<file path="config.mk">
export PLATFORM = sky130hd
export DESIGN_NAME = pipe_stall_ctrl
export DESIGN_NICKNAME = d
export VERILOG_FILES = /design/src/rtl/pipe_stall_ctrl_pkg.sv /design/src/rtl/pipe_stall_ctrl_sat_counter.sv /design/src/rtl/pipe_stall_ctrl.sv
export SDC_FILE = /design/constraint.sdc
export NUM_CORES = 1
export LEC_CHECK = 0
export ABC_AREA = 1
export CAP_MARGIN = 20
export CORE_MARGIN = 2
export CORE_UTILIZATION = 35
export DETAILED_ROUTE_END_ITERATION = 12
export GPL_TIMING_DRIVEN = 0
export SYNTH_ARGS = -nofsm -noshare
export SYNTH_HDL_FRONTEND = slang
export SYNTH_SLANG_ARGS = --single-unit
</file>
<file path="constraint.sdc">
create_clock -name clk_i -period 2.28 [get_ports clk_i]
set_input_delay 0.57 -clock clk_i [delete_from_list [all_inputs] [get_ports clk_i]]
set_output_delay 0.57 -clock clk_i [all_outputs]
set_load 0.01 [all_outputs]
</file>
<file path="src/rtl/pipe_stall_ctrl_pkg.sv">
// Shared types and constants for the pipeline sequencing controller.
// The control-word priority (freeze > stall > flush > normal) lives in one helper.
package pipe_stall_ctrl_pkg;

    typedef enum logic [1:0] {
        ST_IDLE     = 2'd0,
        ST_RUN      = 2'd1,
        ST_MEM_WAIT = 2'd2,
        ST_HALT     = 2'd3
    } state_t;

    typedef struct packed {
        logic pc_write;
        logic ifid_write;
        logic ifid_flush;
        logic idex_bubble;
        logic exmem_write;
        logic memwb_bubble;
    } pipe_ctrl_t;

    localparam pipe_ctrl_t CTRL_FREEZE = '{1'b0, 1'b0, 1'b0, 1'b0, 1'b0, 1'b1};
    localparam pipe_ctrl_t CTRL_STALL  = '{1'b0, 1'b0, 1'b0, 1'b1, 1'b1, 1'b0};
    localparam pipe_ctrl_t CTRL_FLUSH  = '{1'b1, 1'b1, 1'b1, 1'b0, 1'b1, 1'b0};
    localparam pipe_ctrl_t CTRL_NORMAL = '{1'b1, 1'b1, 1'b0, 1'b0, 1'b1, 1'b0};
    localparam pipe_ctrl_t CTRL_HOLD   = '{1'b0, 1'b0, 1'b0, 1'b1, 1'b0, 1'b1};

    // A pending branch is dropped under a stall: it is re-resolved next cycle.
    function automatic pipe_ctrl_t sel_ctrl(input logic miss, input logic stall,
                                            input logic flush);
        pipe_ctrl_t c;
        if (miss)       c = CTRL_FREEZE;
        else if (stall) c = CTRL_STALL;
        else if (flush) c = CTRL_FLUSH;
        else            c = CTRL_NORMAL;
        return c;
    endfunction

endpackage

</file>
<file path="src/rtl/pipe_stall_ctrl_sat_counter.sv">
// Saturating up-counter used for the debug event counts.
module sat_counter #(
    parameter int W = 16
) (
    input  logic         clk,
    input  logic         rst_n,
    input  logic         inc,
    input  logic         clr,
    output logic [W-1:0] q
);

    logic [W-1:0] q_reg;

    always_ff @(posedge clk or negedge rst_n) begin
        if (!rst_n) begin
            q_reg <= '0;
        end else if (clr) begin
            q_reg <= '0;
        end else if (inc && (q_reg != {W{1'b1}})) begin
            q_reg <= q_reg + 1'b1;
        end
    end

    assign q = q_reg;

endmodule

</file>
<file path="src/rtl/pipe_stall_ctrl.sv">
// Pipeline sequencing controller: merges load-use stall, branch flush and
// data-memory wait into per-stage enables, with start-up hold and wait timeout.
module pipe_stall_ctrl
    import pipe_stall_ctrl_pkg::*;
#(
    parameter int CNT_W       = 16,
    parameter int TMO_W       = 8,
    parameter int MEM_TIMEOUT = 200
) (
    input  logic             clk_i,
    input  logic             rst_i,
    input  logic             start_i,
    input  logic             hazard_stall_i,
    input  logic             branch_flush_i,
    input  logic             dmem_req_i,
    input  logic             dmem_ack_i,
    output logic             pc_write_o,
    output logic             ifid_write_o,
    output logic             ifid_flush_o,
    output logic             idex_bubble_o,
    output logic             exmem_write_o,
    output logic             memwb_bubble_o,
    output logic [1:0]       state_o,
    output logic             timeout_o,
    output logic [CNT_W-1:0] stall_cnt_o,
    output logic [CNT_W-1:0] flush_cnt_o,
    output logic [CNT_W-1:0] wait_cnt_o
);

    state_t           state_reg;
    logic [TMO_W-1:0] timer_reg;
    logic             timeout_reg;

    logic       miss;
    logic       active;
    logic       timeout_hit;
    pipe_ctrl_t ctrl;

    assign miss        = dmem_req_i & ~dmem_ack_i;
    assign active      = (state_reg == ST_RUN) || (state_reg == ST_MEM_WAIT);
    assign timeout_hit = (MEM_TIMEOUT != 0) && (timer_reg == TMO_W'(MEM_TIMEOUT));

    always_comb begin
        ctrl = CTRL_HOLD;
        if (active) begin
            ctrl = sel_ctrl(miss, hazard_stall_i, branch_flush_i);
        end
    end

    always_ff @(posedge clk_i or negedge rst_i) begin
        if (!rst_i) begin
            state_reg   <= ST_IDLE;
            timer_reg   <= '0;
            timeout_reg <= 1'b0;
        end else begin
            case (state_reg)
                ST_IDLE: begin
                    if (start_i) state_reg <= ST_RUN;
                end
                ST_RUN: begin
                    if (miss) begin
                        state_reg <= ST_MEM_WAIT;
                        timer_reg <= TMO_W'(1);
                    end
                end
                ST_MEM_WAIT: begin
                    if (!miss) begin
                        state_reg <= ST_RUN;
                        timer_reg <= '0;
                    end else if (timeout_hit) begin
                        state_reg   <= ST_HALT;
                        timeout_reg <= 1'b1;
                    end else if (timer_reg != {TMO_W{1'b1}}) begin
                        timer_reg <= timer_reg + 1'b1;
                    end
                end
                default: ;  // HALT is left only through reset
            endcase
        end
    end

    // Index 0 = stall, 1 = flush, 2 = freeze; each fires on the cycle its control wins.
    logic [2:0]       cnt_inc;
    logic [CNT_W-1:0] cnt_q [3];

    assign cnt_inc[0] = active & ~miss & hazard_stall_i;
    assign cnt_inc[1] = active & ~miss & ~hazard_stall_i & branch_flush_i;
    assign cnt_inc[2] = active & miss;

    generate
        for (genvar gi = 0; gi < 3; gi++) begin : g_cnt
            sat_counter #(.W(CNT_W)) u_cnt (
                .clk   (clk_i),
                .rst_n (rst_i),
                .inc   (cnt_inc[gi]),
                .clr   (state_reg == ST_IDLE),
                .q     (cnt_q[gi])
            );
        end
    endgenerate

    assign pc_write_o     = ctrl.pc_write;
    assign ifid_write_o   = ctrl.ifid_write;
    assign ifid_flush_o   = ctrl.ifid_flush;
    assign idex_bubble_o  = ctrl.idex_bubble;
    assign exmem_write_o  = ctrl.exmem_write;
    assign memwb_bubble_o = ctrl.memwb_bubble;
    assign state_o        = state_reg;
    assign timeout_o      = timeout_reg;
    assign stall_cnt_o    = cnt_q[0];
    assign flush_cnt_o    = cnt_q[1];
    assign wait_cnt_o     = cnt_q[2];

endmodule

</file>
==> reports/qor.txt <==
================================================================================
Outcome                                                             finished, final reports clean
Maximum fanout encountered on the critical timing path                         3
Peak supply drop                                                        0.342 mV
Number of levels in the clock H-tree                                           3
Clock latency on the worst-skew pair                                      350 ps
Gp weighted congestion                                                     0.847
Worst-case register-to-register setup slack                               270 ps
Post-detailed-route via-to-cell ratio                                       4.85
Cell internal power dissipation                                          2080 uW
Hold Vio Cnt, Final                                                            0
Endpoint of the most critical register-to-register path             timer_reg[3]
Final global-route overflow total                                              0
CP Capture Type                                                       output pin
Path class of the lowest-slack min-delay path                       input port to async pin
Cts-stage hold buffer count                                                    0
Placed wire-length estimate                                              7.21 mm
Largest register FFs                                                          48
Post-synthesis cell count                                                    564
Clock buffers created by TritonCTS                                             9
Total power divided by cell area                                     694 nW/um^2
Cell Area, Synth                                                       3850 um^2
Switching portion of total power                                           0.389
Number of antenna violations at the first check in global routing              0
Final period utilization                                                   0.967
DR vias                                                                    3,815
Placeable core region                                                10,800 um^2
Flop pwr share                                                             0.345
Root cell of the clock tree                                         sky130_fd_sc_hd__clkbuf_8
Setup-violating endpoint count in the final report                             0
Number of placement rows                                                      38
Maximum clock path buffer count                                                2
Number of distinct library cells after synthesis                              26
Antenna diode count                                                            0
Final Routed Wirelength                                                  9.85 mm
CP endpoint                                                         ifid_flush_o
Actual slew at the worst max-slew pin                                     767 ps
Area growth, synth to finish                                               27.2%
Launching element type of the critical path                           input port
Post-Route Skew                                                          10.9 ps
Starting utilization of the core area                                      0.357
Number of sinks driven by the clock tree                                      59
Detailed Routing Iterations Pass 1                                             4
Relative max-transition margin                                             0.489
Clock-pin transition on the worst setup and hold timing paths              70 ps
Signal arrival time at the worst endpoint                                1630 ps
Total GRT Usage                                                            0.183
Combinational power share                                                  0.372
FF-to-FF Start                                                        state_o[1]
Number of remaining DRC errors                                                 0
Critical path origin                                                  dmem_req_i
Largest net degree at the start of global routing                             60
Final net count                                                              658
Number of global-route vias before repair                                  3,637
Post-detailed-route wirelength per cell                                  12.5 um
Portion of total power attributed to the clock network                     0.284
Post-synthesis sequential area ratio                                       0.383
Maximum achievable frequency                                           0.454 GHz
Clock tree from TritonCTS                                                  built
Vertical die dimension                                                    109 um
Number of cells traversed by the worst register-to-register path              10
Synthesized area per cell                                              6.83 um^2
RSZ-0062 raised after global routing                                          no
Category of the most critical setup path                            input port to output pin
Total negative slack for setup checks                                       0 ps
Initial detailed-routing violation count                                     186
Post-synthesis sequential element count                                       59
Hold Slack                                                                292 ps
Die Footprint                                                        11,900 um^2
Worst EP required                                                        1710 ps
Leakage power summed over all cells                                   0.00232 uW
Post-Synthesis Net Count                                                     580
Post-detailed-route count of antenna-violating nets                            0
Global-route wire length before repair                                   17.2 mm
MaxCap Viol Count                                                              0
Yosys warning total                                                            0
Layout cells sized above 1                                                0.0804
Horizontal extent of the die                                              109 um
Sw power                                                                 1320 uW
Final Slew Violations                                                          0
Final worst path period need                                             2200 ps
# port buffers                                                                63
Boundary pin count                                                            64
================================================================================
cells in the final DEF, fill, tap and decap left out, types with 4 or more instances in the layout:
master and count:
sky130_fd_sc_hd__nand2_1 200, sky130_fd_sc_hd__nand3_1 64, sky130_fd_sc_hd__dfrtp_1 59, sky130_fd_sc_hd__nor2_1 58, sky130_fd_sc_hd__inv_1 57, sky130_fd_sc_hd__clkdlybuf4s50_1 55, sky130_fd_sc_hd__nand4_1 23, sky130_fd_sc_hd__o21ai_0 17
sky130_fd_sc_hd__xor2_1 16, sky130_fd_sc_hd__clkbuf_8 10, sky130_fd_sc_hd__o21ai_1 9, sky130_fd_sc_hd__ha_1 8, sky130_fd_sc_hd__nor2_2 7, sky130_fd_sc_hd__buf_4 7, sky130_fd_sc_hd__o21bai_1 7, sky130_fd_sc_hd__nor3_1 5
sky130_fd_sc_hd__inv_2 4, sky130_fd_sc_hd__nor2_4 4, sky130_fd_sc_hd__buf_2 4, sky130_fd_sc_hd__clkbuf_1 4
synth_stat cells:
cell	n	share of area
sky130_fd_sc_hd__nand2_1	201	0.20
sky130_fd_sc_hd__xor2_1	16	0.036
sky130_fd_sc_hd__nor3_1	5	0.0065
sky130_fd_sc_hd__o21ai_1	9	0.012
sky130_fd_sc_hd__nor2_1	60	0.058
sky130_fd_sc_hd__nand2_2	3	0.0049
sky130_fd_sc_hd__nor2_8	1	0.0052
sky130_fd_sc_hd__xnor2_1	3	0.0068
sky130_fd_sc_hd__a21oi_1	1	0.0013
sky130_fd_sc_hd__ha_1	9	0.029
sky130_fd_sc_hd__buf_1	2	0.0020
sky130_fd_sc_hd__or2_2	1	0.0016
sky130_fd_sc_hd__nand3_1	64	0.083
sky130_fd_sc_hd__clkbuf_1	3	0.0029
sky130_fd_sc_hd__buf_4	3	0.0058
sky130_fd_sc_hd__inv_2	4	0.0039
sky130_fd_sc_hd__nand4_1	23	0.037
sky130_fd_sc_hd__inv_1	58	0.057
sky130_fd_sc_hd__o21ai_0	17	0.022
sky130_fd_sc_hd__o21bai_1	7	0.014
sky130_fd_sc_hd__buf_6	1	0.0029
sky130_fd_sc_hd__buf_2	2	0.0026
sky130_fd_sc_hd__nor2_2	5	0.0081
sky130_fd_sc_hd__nor2_4	4	0.012
sky130_fd_sc_hd__nand3b_1	3	0.0058
sky130_fd_sc_hd__dfrtp_1	59	0.38
repair_timing:
action / 4_1_cts / 5_1_grt
gates cloned: 0 / 0
endpoints found under the hold margin: 0 / 0
setup buffers: 4 / 0
endpoints found under the setup margin: 6 / 4
gates resized for setup: 18 / 5
pin swaps: 2 / 3
cells by family after synthesis:
logic type	count (synthesis)	synth area share
xor+xnor	19	0.0432
simple gates	370	0.419
buf+inv	73	0.0767
fa+ha+maj	9	0.0292
flops	59	0.383
compound gates	34	0.0487
how the worst min path moves through the flow:
stage / start / end / slack, ps / cells after the start
final: rst_i / g_cnt[2].u_cnt.q[14] / 290 / 1
after global routing: rst_i / g_cnt[2].u_cnt.q[13] / 350 / 1
after CTS: rst_i / g_cnt[2].u_cnt.q[14] / 320 / 1
after detailed placement: timeout_o / timeout_o / 460 / 2
after global placement: timeout_o / timeout_o / 460 / 2
after floorplan: rst_i / g_cnt[0].u_cnt.q[0] / 270 / 0
power groups by stage:
stage,sequential (uW),clock [uW],combinational [uW]
after floorplan,1210,0,732
after global placement,1200,0,1210
after detailed placement,1210,0,1220
after CTS,1170,991,1250
after global routing,1180,1040,1410
final,1170,964,1260
critical path, stage by stage:
cell                              delay (ps)
sky130_fd_sc_hd__clkdlybuf4s50_1         440
sky130_fd_sc_hd__nand2_4                 110
sky130_fd_sc_hd__buf_6                   110
sky130_fd_sc_hd__nand3_1                  70
sky130_fd_sc_hd__nor2_2                  170
sky130_fd_sc_hd__buf_2                   160
per-stage QoR:
step	util	power (uW)	std cells	area [um^2]	setup WS, ps
6_report	0.454	3400	787	4900	75.8
3_3_place_gp	0.431	2410	767	4660	-1420
3_5_place_dp	0.431	2430	767	4650	-412
2_1_floorplan	-	1940	564	3850	365
5_1_grt	0.454	3630	787	4900	24.2
4_1_cts	0.453	3410	787	4890	-75.7
cell type report:
class / instances / area, um^2
multi-input cells: 432 / 2100
fillers: 1153 / 5890
repair buffers: 67 / 652
plain buffers: 11 / 62.6
inverters: 62 / 235
clock buffers: 11 / 141
clock inverters: 5 / 52.6
flip-flops and latches: 59 / 1480
well taps: 140 / 175
layer usage:
layer  vias up  global-route usage  part of all wire
met1      1754               0.251              0.48
li1       1962                   -                 -
met3         5              0.0442             0.048
met5         -                   0                 0
met2        94               0.297              0.47
met4         0              0.0339            0.0057
Power figures use the tool's default switching activity.
